[src/rtl/bus_arbiter_2m_if.sv]
// Signal bundle for bus_arbiter_2m: two requesting masters, the shared slave bus and the grant vector.
// Modport master is the arbiter's view; modport slave is the view of the surrounding masters and slave.
interface bus_arbiter_2m_if;
  logic        m0_ss;
  logic        m0_ttype;
  logic [31:0] m0_addr;
  logic [31:0] m0_wdata;
  logic [31:0] m0_rdata;
  logic        m0_done;
  logic        m0_err;

  logic        m1_ss;
  logic        m1_ttype;
  logic [31:0] m1_addr;
  logic [31:0] m1_wdata;
  logic [31:0] m1_rdata;
  logic        m1_done;
  logic        m1_err;

  logic        s_ss;
  logic        s_ttype;
  logic [31:0] s_addr;
  logic [31:0] s_wdata;
  logic [31:0] s_rdata;
  logic        s_bdone;

  logic [1:0]  gnt;

  modport master (
    input  m0_ss, m0_ttype, m0_addr, m0_wdata,
    output m0_rdata, m0_done, m0_err,
    input  m1_ss, m1_ttype, m1_addr, m1_wdata,
    output m1_rdata, m1_done, m1_err,
    output s_ss, s_ttype, s_addr, s_wdata,
    input  s_rdata, s_bdone,
    output gnt
  );

  modport slave (
    output m0_ss, m0_ttype, m0_addr, m0_wdata,
    input  m0_rdata, m0_done, m0_err,
    output m1_ss, m1_ttype, m1_addr, m1_wdata,
    input  m1_rdata, m1_done, m1_err,
    input  s_ss, s_ttype, s_addr, s_wdata,
    output s_rdata, s_bdone,
    input  gnt
  );
endinterface

[src/rtl/bus_arbiter_2m.sv]
// Two-master arbiter (m1 has priority) sharing one slave bus; grant is held until the slave signals bdone.
// Optional macro BUS_TIMEOUT_EN: force an error completion after TIMEOUT_CYCLES grant cycles without bdone.
module bus_arbiter_2m #(
  parameter int unsigned TIMEOUT_CYCLES = 255,
  parameter logic [31:0] ERR_RDATA      = 32'hDEAD_BEEF
) (
  input logic              clk,
  input logic              rst_n,
  bus_arbiter_2m_if.master bus
);

  typedef enum logic [1:0] {IDLE, GNT0, GNT1} state_t;

  state_t state_reg, state_next;
  logic   timeout;
  logic   xfer_end;

  if (TIMEOUT_CYCLES < 1) begin : g_bad_timeout
    $error("bus_arbiter_2m: TIMEOUT_CYCLES must be >= 1");
  end

  always_ff @(posedge clk or negedge rst_n) begin
    if (!rst_n) state_reg <= IDLE;
    else        state_reg <= state_next;
  end

`ifdef BUS_TIMEOUT_EN
  localparam int               CNT_W   = $clog2(TIMEOUT_CYCLES + 1);
  localparam logic [CNT_W-1:0] CNT_MAX = CNT_W'(TIMEOUT_CYCLES);

  logic [CNT_W-1:0] cnt_reg, cnt_next;

  // Counter restarts for every new grant and saturates at CNT_MAX.
  always_comb begin
    cnt_next = cnt_reg;
    if (state_reg == IDLE || xfer_end) cnt_next = '0;
    else if (cnt_reg != CNT_MAX)       cnt_next = cnt_reg + 1'b1;
  end

  always_ff @(posedge clk or negedge rst_n) begin
    if (!rst_n) cnt_reg <= '0;
    else        cnt_reg <= cnt_next;
  end

  assign timeout = (state_reg != IDLE) && !bus.s_bdone && (cnt_reg == CNT_MAX);
`else
  assign timeout = 1'b0;
`endif

  assign xfer_end = bus.s_bdone || timeout;

  always_comb begin
    state_next   = state_reg;
    bus.s_ss     = 1'b0;
    bus.s_ttype  = 1'b0;
    bus.s_addr   = '0;
    bus.s_wdata  = '0;
    bus.gnt      = 2'b00;
    bus.m0_rdata = '0;
    bus.m0_done  = 1'b0;
    bus.m0_err   = 1'b0;
    bus.m1_rdata = '0;
    bus.m1_done  = 1'b0;
    bus.m1_err   = 1'b0;

    case (state_reg)
      IDLE: begin
        if (bus.m1_ss)      state_next = GNT1;
        else if (bus.m0_ss) state_next = GNT0;
      end

      GNT0: begin
        bus.s_ss    = !timeout;
        bus.s_ttype = bus.m0_ttype;
        bus.s_addr  = bus.m0_addr;
        bus.s_wdata = bus.m0_wdata;
        bus.gnt     = 2'b01;
        // The finished master's ss is still high here, so hand over or idle, never regrant.
        if (xfer_end) begin
          bus.m0_done  = 1'b1;
          bus.m0_err   = timeout;
          bus.m0_rdata = timeout ? ERR_RDATA : bus.s_rdata;
          state_next   = bus.m1_ss ? GNT1 : IDLE;
        end
      end

      GNT1: begin
        bus.s_ss    = !timeout;
        bus.s_ttype = bus.m1_ttype;
        bus.s_addr  = bus.m1_addr;
        bus.s_wdata = bus.m1_wdata;
        bus.gnt     = 2'b10;
        if (xfer_end) begin
          bus.m1_done  = 1'b1;
          bus.m1_err   = timeout;
          bus.m1_rdata = timeout ? ERR_RDATA : bus.s_rdata;
          state_next   = bus.m0_ss ? GNT0 : IDLE;
        end
      end

      default: state_next = IDLE;
    endcase
  end

endmodule

[src/flat_wrapper.sv]
// flat-port wrapper written by rule: the top's interface ports become plain ports
module bus_arbiter_2m_flat 
#(
  parameter int unsigned TIMEOUT_CYCLES = 255,
  parameter logic [31:0] ERR_RDATA      = 32'hDEAD_BEEF
)
  (clk, rst_n, bus_m0_ss, bus_m0_ttype, bus_m0_addr, bus_m0_wdata, bus_m0_rdata, bus_m0_done, bus_m0_err, bus_m1_ss, bus_m1_ttype, bus_m1_addr, bus_m1_wdata, bus_m1_rdata, bus_m1_done, bus_m1_err, bus_s_ss, bus_s_ttype, bus_s_addr, bus_s_wdata, bus_s_rdata, bus_s_bdone, bus_gnt);
  bus_arbiter_2m_if bus_i ();
  input logic clk;
  input logic rst_n;
  input wire logic [$bits(bus_i.m0_ss)-1:0] bus_m0_ss;
  input wire logic [$bits(bus_i.m0_ttype)-1:0] bus_m0_ttype;
  input wire logic [$bits(bus_i.m0_addr)-1:0] bus_m0_addr;
  input wire logic [$bits(bus_i.m0_wdata)-1:0] bus_m0_wdata;
  output wire logic [$bits(bus_i.m0_rdata)-1:0] bus_m0_rdata;
  output wire logic [$bits(bus_i.m0_done)-1:0] bus_m0_done;
  output wire logic [$bits(bus_i.m0_err)-1:0] bus_m0_err;
  input wire logic [$bits(bus_i.m1_ss)-1:0] bus_m1_ss;
  input wire logic [$bits(bus_i.m1_ttype)-1:0] bus_m1_ttype;
  input wire logic [$bits(bus_i.m1_addr)-1:0] bus_m1_addr;
  input wire logic [$bits(bus_i.m1_wdata)-1:0] bus_m1_wdata;
  output wire logic [$bits(bus_i.m1_rdata)-1:0] bus_m1_rdata;
  output wire logic [$bits(bus_i.m1_done)-1:0] bus_m1_done;
  output wire logic [$bits(bus_i.m1_err)-1:0] bus_m1_err;
  output wire logic [$bits(bus_i.s_ss)-1:0] bus_s_ss;
  output wire logic [$bits(bus_i.s_ttype)-1:0] bus_s_ttype;
  output wire logic [$bits(bus_i.s_addr)-1:0] bus_s_addr;
  output wire logic [$bits(bus_i.s_wdata)-1:0] bus_s_wdata;
  input wire logic [$bits(bus_i.s_rdata)-1:0] bus_s_rdata;
  input wire logic [$bits(bus_i.s_bdone)-1:0] bus_s_bdone;
  output wire logic [$bits(bus_i.gnt)-1:0] bus_gnt;
  assign bus_i.m0_ss = bus_m0_ss;
  assign bus_i.m0_ttype = bus_m0_ttype;
  assign bus_i.m0_addr = bus_m0_addr;
  assign bus_i.m0_wdata = bus_m0_wdata;
  assign bus_m0_rdata = bus_i.m0_rdata;
  assign bus_m0_done = bus_i.m0_done;
  assign bus_m0_err = bus_i.m0_err;
  assign bus_i.m1_ss = bus_m1_ss;
  assign bus_i.m1_ttype = bus_m1_ttype;
  assign bus_i.m1_addr = bus_m1_addr;
  assign bus_i.m1_wdata = bus_m1_wdata;
  assign bus_m1_rdata = bus_i.m1_rdata;
  assign bus_m1_done = bus_i.m1_done;
  assign bus_m1_err = bus_i.m1_err;
  assign bus_s_ss = bus_i.s_ss;
  assign bus_s_ttype = bus_i.s_ttype;
  assign bus_s_addr = bus_i.s_addr;
  assign bus_s_wdata = bus_i.s_wdata;
  assign bus_i.s_rdata = bus_s_rdata;
  assign bus_i.s_bdone = bus_s_bdone;
  assign bus_gnt = bus_i.gnt;
  bus_arbiter_2m #(.TIMEOUT_CYCLES(TIMEOUT_CYCLES), .ERR_RDATA(ERR_RDATA)) u_core (.clk(clk), .rst_n(rst_n), .bus(bus_i));
endmodule
[config.mk]
export PLATFORM = sky130hd
export DESIGN_NAME = bus_arbiter_2m_flat
export DESIGN_NICKNAME = d
export VERILOG_FILES = /design/src/rtl/bus_arbiter_2m_if.sv /design/src/rtl/bus_arbiter_2m.sv /design/src/flat_wrapper.sv
export SDC_FILE = /design/constraint.sdc
export NUM_CORES = 1
export LEC_CHECK = 0
export ABC_AREA = 1
export CAP_MARGIN = 20
export CORE_AREA = 2 2 118 120
export CTS_BUF_LIST = sky130_fd_sc_hd__clkbuf_16
export CTS_CLUSTER_DIAMETER = 60
export CTS_CLUSTER_SIZE = 28
export DETAILED_ROUTE_END_ITERATION = 10
export DIE_AREA = 0 0 120 122
export PLACE_DENSITY_LB_ADDON = 0.3
export SLEW_MARGIN = 10
export SYNTH_ARGS = -nofsm -noshare
export SYNTH_HDL_FRONTEND = slang
export SYNTH_SLANG_ARGS = --single-unit
[constraint.sdc]
create_clock -name clk -period 4.1 [get_ports clk]
set_input_delay 0.615 -clock clk [delete_from_list [all_inputs] [get_ports clk]]
set_output_delay 0.615 -clock clk [all_outputs]
set_load 0.03 [all_outputs]
==> results.json <==
{
  "min_period_over_period_pct": 79.8,
  "yosysWarnings": 0,
  "ir_drop_uv": 237,
  "viasPerCell": 3.91,
  "endpoint_kind": "output pin",
  "gp_congestion": 0.786,
  "synth.avg_cell_area_um2": 4.66,
  "final_common_cell": "clkdlybuf4s50_1",
  "grt_pass1_wl_mm": 15.6,
  "largest_reg_flops": 2,
  "cts.path.max_buffers": 2,
  "post_cts_resized": 0,
  "cpPeakStageDelay_ps": 690,
  "p_int_mw": 0.996,
  "clock_latency_ps": 220,
  "worstReg2RegStart": "u_core.state_reg[1]",
  "start_util_pct": 12.4,
  "num_rows": 43,
  "die_w_um": 120,
  "worst_pin_slew_ps": 654,
  "dp_slack_ps": 1010,
  "num_antenna_cells": 0,
  "clkSinkCount": 2,
  "synth_area_um2": 1680,
  "power.density_nw_per_um2": 492,
  "start_kind": "flop",
  "timing.rr.end": "u_core.state_reg[0]",
  "final_max_slew_viol_count": 0,
  "cts_inserted_buffers": 3,
  "synth_fa_ha_area_share_pct": 4.47,
  "drt-pass1-iter-count": 4,
  "multi_input_area_um2": 1300,
  "ys_seq_area_share_pct": 2.98,
  "yosys-mux-area-fraction_pct": 0,
  "synth_top_family_by_area": "simple AND/OR/NAND/NOR gates",
  "synthCells": 360,
  "synth-simple-area-share_pct": 49.6,
  "r2r_slack_ps": 2540,
  "ios": 303,
  "grt_max_degree": 51,
  "layout_common_cells": "300 x clkdlybuf4s50_1, 133 x nand2_1, 71 x nor2_1",
  "cts_tree": "done",
  "crit_type": "flop to output pin",
  "die_area_um2": 14600,
  "crit_required_ps": 3480,
  "synth_xor_area_share_pct": 0,
  "power_frac_comb_pct": 92.2,
  "regArea_um2": 50.0,
  "path_clk_slew_ps": 30,
  "finalSetupViolCount": 0,
  "cts_setup_buffers": 0,
  "p_seq_share_pct": 1.7,
  "die_y_um": 122,
  "outcome": "finished clean",
  "drive_gt1_share_pct": 5.16,
  "cts_htree_levels": 1,
  "vias": 3209,
  "gr-total-overflow": 0,
  "maxSlewHeadroom_pct": 56.4,
  "crit_arrival_ps": 2660,
  "grt.total_usage_pct": 13.2,
  "nNetsFinal": 815,
  "ctsHoldBuffers": 0,
  "antenna_found_initial": 0,
  "hpwl_mm": 8.97,
  "core_um2": 13500,
  "p_sw_mw": 1.40,
  "ys_ff_latch": 2,
  "ant_nets": 0,
  "portBuffers": 300,
  "clock_skew_ps": 0.296,
  "grt_pass1_vias": 3120,
  "fmax_ghz": 0.306,
  "reg2regPathDepth": 7,
  "post_drt_wl_per_cell_um": 13.2,
  "fin_ws_ps": 827,
  "cp_max_fo": 32,
  "hold_violations": 0,
  "setup_tns_ps": 0,
  "drc_errors": 0,
  "fill_cells": 1456,
  "crit_slowest_cell": "clkdlybuf4s50_1",
  "max-cap-violations": 0,
  "yosysUniqueCellTypes": 16,
  "hp-class": "primary input to asynchronous set/reset pin",
  "worstPathCellList": "inv_1 -> ha_2 -> nand2_1 -> buf_4 -> nor2_1 -> clkdlybuf4s50_1",
  "synth-compound-area-share_pct": 22.6,
  "drt_iter0_markers": 133,
  "wl_mm": 10.8,
  "p_leak_nw": 1.88,
  "root_buffer": "clkbuf_16",
  "power_mw": 2.40,
  "clkPwrFrac_pct": 6.1,
  "hold-worst-slack_ps": 560,
  "p_sw_share_pct": 58.4,
  "synthToLayoutAreaGrowth_pct": 190,
  "finalCriticalPeriod_ps": 3270,
  "grt_setup_unrepaired": "no"
}
[kinds of logic (layout without fill, tap and decap cells)]
family / Yosys count / after routing
adder cells (fa/ha/maj): 6 / 6
AND/OR/NAND/NOR: 215 / 215
buffers and inverters: 69 / 348
flip-flops: 2 / 2
other: 1 / 2
AO/OA/AOI/OAI: 67 / 67
[cell type report]
cell class / instances / share of cell area (%)
Inverter: 39 / 3.01
Tap cell: 180 / 4.62
Clock buffer: 3 / 1.54
Timing Repair Buffer: 306 / 63.1
Multi-Input combinational cell: 290 / 26.7
Sequential cell: 2 / 1.03
[critical path: cells and delay by family, from the launching register on]
kind,cells,cell delay [ps]
buf+inv,3,1080
simple gates,2,290
flops,1,420
fa+ha+maj,1,620
[how the worst max path moves through the flow]
stage	depth (start not counted)	endpoint	from	slack [ps]
floorplan	6	bus_s_addr[0]	u_core.state_reg[0]	1660
global placement	6	bus_m1_rdata[16]	u_core.state_reg[0]	1040
detailed placement	6	bus_m1_rdata[16]	u_core.state_reg[0]	1010
CTS	6	bus_m1_rdata[16]	u_core.state_reg[0]	780
global route	6	bus_m1_rdata[28]	u_core.state_reg[0]	670
finish	6	bus_m1_rdata[16]	u_core.state_reg[0]	830
[routing by layer]
layer / routed length [µm] / track usage, %
met1: 4010 / 13.8
met2: 5550 / 25.5
met3: 1050 / 3.98
met4: 176 / 3.31
met5: 0 / 0
[synthesized netlist by cell type]
| master | instances | area share (%) |
|---|---|---|
| a21oi_1 | 56 | 17 |
| a21oi_2 | 10 | 5.2 |
| buf_2 | 18 | 5.4 |
| buf_4 | 6 | 2.7 |
| buf_6 | 3 | 2.0 |
| buf_8 | 1 | 0.89 |
| clkbuf_1 | 2 | 0.45 |
| conb_1 | 1 | 0.22 |
| dfrtp_1 | 2 | 3.0 |
| ha_1 | 6 | 4.5 |
| inv_1 | 39 | 8.7 |
| nand2_1 | 133 | 30 |
| nand2_2 | 10 | 3.7 |
| nand3_1 | 1 | 0.30 |
| nor2_1 | 71 | 16 |
| o21bai_2 | 1 | 0.67 |
[metrics by stage]
step | instance area (µm²) | utilization (%) | std cells
2_1_floorplan | 1680 | - | 361
3_3_place_gp | 4790 | 35.5 | 817
3_5_place_dp | 4790 | 35.5 | 817
4_1_cts | 4870 | 36.1 | 820
5_1_grt | 4870 | 36.1 | 820
6_report | 4870 | 36.1 | 820
[power groups by stage]
stage | clock network (mW) | logic (mW) | registers [mW]
2_1_floorplan | 0 | 1.35 | 0.0374
3_3_place_gp | 0 | 2.22 | 0.0384
3_5_place_dp | 0 | 2.23 | 0.0407
4_1_cts | 0.150 | 2.24 | 0.0404
5_1_grt | 0.152 | 2.36 | 0.0414
6_report | 0.147 | 2.21 | 0.0402
Power figures use the tool's default switching activity.
